`src/rtl/inst_d.sv`:
```
// inst_d: decode stage holding the IF/ID register, the register file and the registered ID/EX bundle.
// Define RF_BYPASS_EN to let register reads see a same-cycle writeback (write-through).
module inst_d #(
  parameter int          DATA_W   = 32,
  parameter int          REG_N    = 32,
  parameter logic [31:0] NOP_WORD = 32'h0000_0000
) (
  input  logic              clk,
  input  logic              rst,
  input  logic [31:0]       instruction,
  input  logic [31:0]       pc_in,
  input  logic              stall,
  input  logic              flush,
  input  logic              wb_en,
  input  logic [4:0]        wb_dest,
  input  logic [DATA_W-1:0] wb_data,
  output logic [4:0]        rs_f_id,
  output logic [4:0]        rt_f_id,
  output logic [4:0]        rd_f_id,
  output logic [4:0]        id_dest,
  output logic              ex_valid,
  output logic [5:0]        ex_op,
  output logic [DATA_W-1:0] ex_rs_val,
  output logic [DATA_W-1:0] ex_rt_val,
  output logic [31:0]       ex_imm,
  output logic [4:0]        ex_dest,
  output logic [31:0]       ex_pc,
  output logic              ex_reg_write,
  output logic              ex_use_imm,
  output logic              ex_is_load,
  output logic              ex_is_store,
  output logic              ex_is_branch,
  output logic              halted,
  output logic              illegal_op
);
  localparam logic [5:0] OP_ALU_END = 6'd12;
  localparam logic [5:0] OP_LDW     = 6'd12;
  localparam logic [5:0] OP_STW     = 6'd13;
  localparam logic [5:0] OP_BZ      = 6'd14;
  localparam logic [5:0] OP_BEQ     = 6'd15;
  localparam logic [5:0] OP_JR      = 6'd16;
  localparam logic [5:0] OP_HALT    = 6'd17;

  typedef struct packed {
    logic              valid;
    logic [5:0]        op;
    logic [DATA_W-1:0] rs_val;
    logic [DATA_W-1:0] rt_val;
    logic [31:0]       imm;
    logic [4:0]        dest;
    logic [31:0]       pc;
    logic              reg_write;
    logic              use_imm;
    logic              is_load;
    logic              is_store;
    logic              is_branch;
  } ex_t;

  logic [31:0]       word_q, word_d, pc_q, pc_d;
  logic [DATA_W-1:0] rf_q [REG_N];
  ex_t               ex_q, ex_d;
  logic              halted_q, halted_d, illegal_q, illegal_d;
  logic [5:0]        op;
  logic [4:0]        rs, rt, rd, dest;
  logic [DATA_W-1:0] rs_val, rt_val;
  logic              is_r, is_i, is_ld, is_st, is_br, is_halt, legal, bubble;

  assign op = word_q[31:26];
  assign rs = word_q[25:21];
  assign rt = word_q[20:16];
  assign rd = word_q[15:11];

  // ALU opcodes sit below LDW: even codes are register-register, odd codes take the immediate
  assign is_r    = (op < OP_ALU_END) && !op[0];
  assign is_i    = (op < OP_ALU_END) && op[0];
  assign is_ld   = op == OP_LDW;
  assign is_st   = op == OP_STW;
  assign is_br   = (op == OP_BZ) || (op == OP_BEQ) || (op == OP_JR);
  assign is_halt = op == OP_HALT;
  assign legal   = op <= OP_HALT;
  assign dest    = is_r ? rd : (is_i || is_ld) ? rt : 5'd0;

`ifdef RF_BYPASS_EN
  assign rs_val = (rs == 5'd0) ? '0 : (wb_en && wb_dest == rs) ? wb_data : rf_q[rs];
  assign rt_val = (rt == 5'd0) ? '0 : (wb_en && wb_dest == rt) ? wb_data : rf_q[rt];
`else
  assign rs_val = (rs == 5'd0) ? '0 : rf_q[rs];
  assign rt_val = (rt == 5'd0) ? '0 : rf_q[rt];
`endif

  assign word_d = flush ? NOP_WORD : stall ? word_q : instruction;
  assign pc_d   = flush ? 32'd0 : stall ? pc_q : pc_in;

  // Once halted, nothing further may reach execute
  assign bubble    = stall || (word_q == NOP_WORD) || halted_q;
  assign illegal_d = !bubble && !legal;
  assign halted_d  = halted_q || (!bubble && is_halt);

  always_comb begin
    ex_d = '0;
    if (!bubble && legal) begin
      ex_d.valid     = 1'b1;
      ex_d.op        = op;
      ex_d.rs_val    = rs_val;
      ex_d.rt_val    = rt_val;
      ex_d.imm       = {{16{word_q[15]}}, word_q[15:0]};
      ex_d.dest      = dest;
      ex_d.pc        = pc_q;
      ex_d.reg_write = dest != 5'd0;
      ex_d.use_imm   = is_i || is_ld || is_st;
      ex_d.is_load   = is_ld;
      ex_d.is_store  = is_st;
      ex_d.is_branch = is_br;
    end
  end

  always_ff @(posedge clk or negedge rst)
    if (!rst) begin
      word_q    <= NOP_WORD;
      pc_q      <= '0;
      ex_q      <= '0;
      halted_q  <= 1'b0;
      illegal_q <= 1'b0;
    end else begin
      word_q    <= word_d;
      pc_q      <= pc_d;
      ex_q      <= ex_d;
      halted_q  <= halted_d;
      illegal_q <= illegal_d;
    end

  always_ff @(posedge clk or negedge rst)
    if (!rst) rf_q <= '{default: '0};
    else if (wb_en && wb_dest != 5'd0) rf_q[wb_dest] <= wb_data;

  assign rs_f_id      = rs;
  assign rt_f_id      = rt;
  assign rd_f_id      = rd;
  assign id_dest      = ex_q.dest;
  assign ex_dest      = ex_q.dest;
  assign ex_valid     = ex_q.valid;
  assign ex_op        = ex_q.op;
  assign ex_rs_val    = ex_q.rs_val;
  assign ex_rt_val    = ex_q.rt_val;
  assign ex_imm       = ex_q.imm;
  assign ex_pc        = ex_q.pc;
  assign ex_reg_write = ex_q.reg_write;
  assign ex_use_imm   = ex_q.use_imm;
  assign ex_is_load   = ex_q.is_load;
  assign ex_is_store  = ex_q.is_store;
  assign ex_is_branch = ex_q.is_branch;
  assign halted       = halted_q;
  assign illegal_op   = illegal_q;
endmodule

```
`config.mk`:
```
export PLATFORM = sky130hd
export DESIGN_NAME = inst_d
export DESIGN_NICKNAME = d
export VERILOG_FILES = /design/src/rtl/inst_d.sv
export SDC_FILE = /design/constraint.sdc
export NUM_CORES = 2
export LEC_CHECK = 0
export ABC_AREA = 1
export ABC_CLOCK_PERIOD_IN_PS = 1900
export BUFFER_PORTS_ARGS = -buffer_cell sky130_fd_sc_hd__buf_2
export CORE_MARGIN = 3
export CORE_UTILIZATION = 51
export DETAILED_ROUTE_END_ITERATION = 16
export PLACE_DENSITY = 0.68
export RECOVER_POWER = 50
export SLEW_MARGIN = 25
export SYNTH_ARGS = -nofsm -noshare
export SYNTH_HDL_FRONTEND = slang
export SYNTH_SLANG_ARGS = --single-unit
```
`constraint.sdc`:
```
create_clock -name clk -period 1.9 [get_ports clk]
set_input_delay 0.095 -clock clk [delete_from_list [all_inputs] [get_ports clk]]
set_output_delay 0.095 -clock clk [all_outputs]
set_load 0.005 [all_outputs]
```
==> metrics <==
status=complete, but fails checks; violated checks=setup timing; maximum fanout along the worst path=15; max-cap violations=0; critical path type=register to register; Avg Vias per Cell=6.117; 1st-pass router iterations=7; register bit total from synthesis=about 1200; reg2reg path depth=9; cts bufs inserted=between 100 and 150; setup ws final=-32.93 ps; Switch Pwr=about 26 mW; worst slew pin tran=1201 ps; I/O pin count=about 270; minimum clock period=between 1500 and 2000 ps; DRC=0; Starting Density=approximately half; largest net degree at the start of global routing=between 80 and 90; Critical Path RT=2570 ps; Final Hold Viols=0; Wirelength per Cell=24.10 µm; Die Width=361.0 µm; Remaining Overflow, GRT=0; cell internal pwr=about 53 mW; via count=65686; R2R Path End=ex_rt_val[8]$_DFF_PN0_; initial DRC count=roughly 10000; Filler cells=around 11000; post-layout util=between 60% and 70%; Syn Area/Cell=around 7.4 µm²; Logic pwr share=22.6%; worst clock skew=around 26 ps; Max Fclk=roughly 0.52 GHz; vias in the first global route=between 60000 and 70000; reg2reg setup slack=-30 ps; Sw Share=around 33%; antenna-violating nets left=0; clk slew on worst S/H paths=about 60 ps; CTS tree=yes; CTS Root Cell=clkbuf_16; num rows=approximately 130; HP Class=primary input to register; library cells used by synthesis=25; die area=roughly 0.13 mm²; Critical Path Start Type=register; Core Area=0.1244 mm²; Die Y-Extent=about 360 µm; port bufs=between 200 and 300; routed wire length=around 260000 µm; Max H-tree Level=4; Syn Nets=8843; post-synthesis sequential area ratio=between 40% and 50%; first-pass GRT wire length=377600 µm; Leakage=around 36 nW; fin crit share=101.7%; post-synthesis cell count=8737; Cell Pwr Density=about 1000 mW/mm²; total track usage=37.80%; RSZ-0062 raised after global routing=true; Tot Pwr=78.29 mW; CP Capture Type=register; Ys Warns=0; CP startpoint=word_q[16]$_DFFE_PN0P_; Cell Area, Synth=0.06426 mm²; GP Congestion=0.9011; RR Startpoint=word_q[16]$_DFFE_PN0P_; later-pin clock latency in the skew report=790 ps; Critical Path Sink=ex_rt_val[8]$_DFF_PN0_; IR drop worst, VDD=1002 µV; Clk pwr share=34.9%; Final setup viols=6; DP Wirelength=145900 µm; Longest Clk Path Bufs=3; critical path data arrival time=2600 ps; Relative slew margins=19.92%; layout cells sized above 1=11.70%; Area Overhead vs Synth=19.81%; sequential cell fraction of total power=roughly 43%; Max Slew Vio Count=0; clk sink count=1219; Layout Nets=about 9100; initial antenna violation count=15
==> logic make-up after synthesis <==
kind of cell,after synthesis,share of synthesized area [%]
other,1,0.005835
DFF,1219,47.47
and+or+nand+nor,4024,26.07
buffers and inverters,1603,9.937
AOI/OAI and AO/OA,1890,16.51
==> state kept, by name, summed over array words and instances, names as in the netlist <==
register and flops:
ex_is_branch 1, ex_use_imm 1, ex_valid 1, ex_reg_write 1
ex_rt_val 32, rf_q 1024, ex_imm 16, ex_is_load 1
ex_is_store 1, word_q 32, illegal_op 1, ex_rs_val 32
ex_dest 5, halted 1, ex_pc 32, ex_op 6
pc_q 32
==> synth_stat cells <==
master | n | share of area (%)
nand2_2 | 10 | 0.097
o21ai_1 | 55 | 0.43
o211ai_1 | 459 | 5.4
or2_2 | 27 | 0.26
nor3_4 | 2 | 0.051
dfrtp_1 | 1219 | 47
nand3_1 | 1143 | 8.9
nor3_2 | 5 | 0.078
a211oi_1 | 1 | 0.012
nor2_4 | 5 | 0.088
o21ai_0 | 1156 | 9.0
buf_4 | 39 | 0.46
nor2_1 | 380 | 2.2
conb_1 | 1 | 0.0058
nor4_4 | 1 | 0.033
nand2_1 | 2444 | 14
o21bai_1 | 1 | 0.012
buf_1 | 71 | 0.41
nand4_1 | 6 | 0.058
nor2_2 | 1 | 0.0097
inv_1 | 809 | 4.7
clkbuf_1 | 495 | 2.9
buf_2 | 178 | 1.4
a21oi_1 | 218 | 1.7
inv_2 | 11 | 0.064
==> through the flow <==
step / setup WS (ps) / TNS (ps) / cells / instance area (µm²) / hold slack, ps
final: -32.93 / -135.5 / 10739 / 77000 / 31.28
after global routing: -140.2 / -1331 / 10729 / 76970 / 29.47
after CTS: -5.192 / -5.771 / 10677 / 76350 / 1.532
after detailed placement: -34.99 / -250.8 / 10262 / 69820 / 1.950
after global placement: -45.74 / -132.3 / 10262 / 69820 / 1.855
after floorplan: 219.3 / 0 / 8737 / 64260 / -200.6
==> power groups by stage <==
stage,clock network [mW],logic (mW),registers (mW)
after global routing,28.6,19.7,33.7
final,27.3,17.7,33.3
after floorplan,0,10.8,32.7
after global placement,0,15.8,33.3
after CTS,27.4,16.9,33.1
after detailed placement,0,16.3,33.5
==> cells in the final DEF, fill, tap and decap left out, types with 7 or more instances in the layout <==
master         Yosys  routed
dlygate4sd3_1      0     160
nand3_1         1143    1123
buf_12             0     132
nor2_4             5      11
buf_2            178     266
clkbuf_1         495      64
o21ai_1           55      64
nor2_2             1      10
inv_2             11       8
clkbuf_8           0      24
buf_16             0      22
o211ai_1         459     459
bufinv_16          0      11
clkbuf_2           0      26
buf_4             39     179
inv_6              0      10
buf_6              0      27
o21ai_0         1156    1147
nand2_2           10      27
dfrtp_4            0      10
clkinv_2           0      16
clkbuf_16          0     160
nand3_2            0      19
clkbuf_4           0      12
nor2_1           380     365
nand2_4            0      19
diode_2            0      16
dfrtp_1         1219    1208
clkinv_8           0       7
nand2_1         2444    2408
a21oi_1          218     209
inv_1            809     802
a21oi_2            0       9
or2_2             27      27
==> cell type report <==
| class | instances | area [µm²] | share of cell area [%] |
|---|---|---|---|
| antenna | 16 | 40.04 | 0.05200 |
| clock buffer | 191 | 3850 | 5.000 |
| clock inverter | 51 | 695.7 | 0.9035 |
| inverter | 820 | 3115 | 4.046 |
| multi-input combinational | 5916 | 27760 | 36.05 |
| sequential | 1219 | 30540 | 39.67 |
| tap | 1637 | 2048 | 2.660 |
| timing repair buffer | 889 | 8944 | 11.62 |
==> worst max-delay path, stage by stage (launching register included) <==
cell and delay, ps:
dfrtp_4 570, buf_12 180, buf_16 170, clkbuf_16 190, o211ai_1 220, nand3_1 130, nand3_1 120, nand2_1 60
nor2_1 110, nor2_2 50
==> worst min path at each step <==
stage,from,to,cells after the start
floorplan,rst,ex_dest[0]$_DFF_PN0_,0
global placement,rst,rf_q[704]$_DFFE_PN0P_,1
detailed placement,rst,rf_q[704]$_DFFE_PN0P_,1
CTS,wb_dest[1],rf_q[986]$_DFFE_PN0P_,5
global route,wb_dest[1],rf_q[986]$_DFFE_PN0P_,5
finish,wb_dest[1],rf_q[986]$_DFFE_PN0P_,5
==> routing by layer <==
metal	share of wire, %	track usage [%]	vias up
met3	14	9.380	901
met1	38	51.95	31038
met2	42	55.96	4784
li1	-	-	28961
met4	5.7	18.64	2
met5	0.0066	0	-
==> timing repair <==
action,4_1_cts,5_1_grt
gates resized for setup,28,124
gates cloned,6,29
setup endpoints to repair,80,119
hold endpoints to repair,1896,0
pin swaps,1,80
hold buffers,162,0
buffers inserted,6,21
Note: power is estimated with default switching activity, not from simulation.
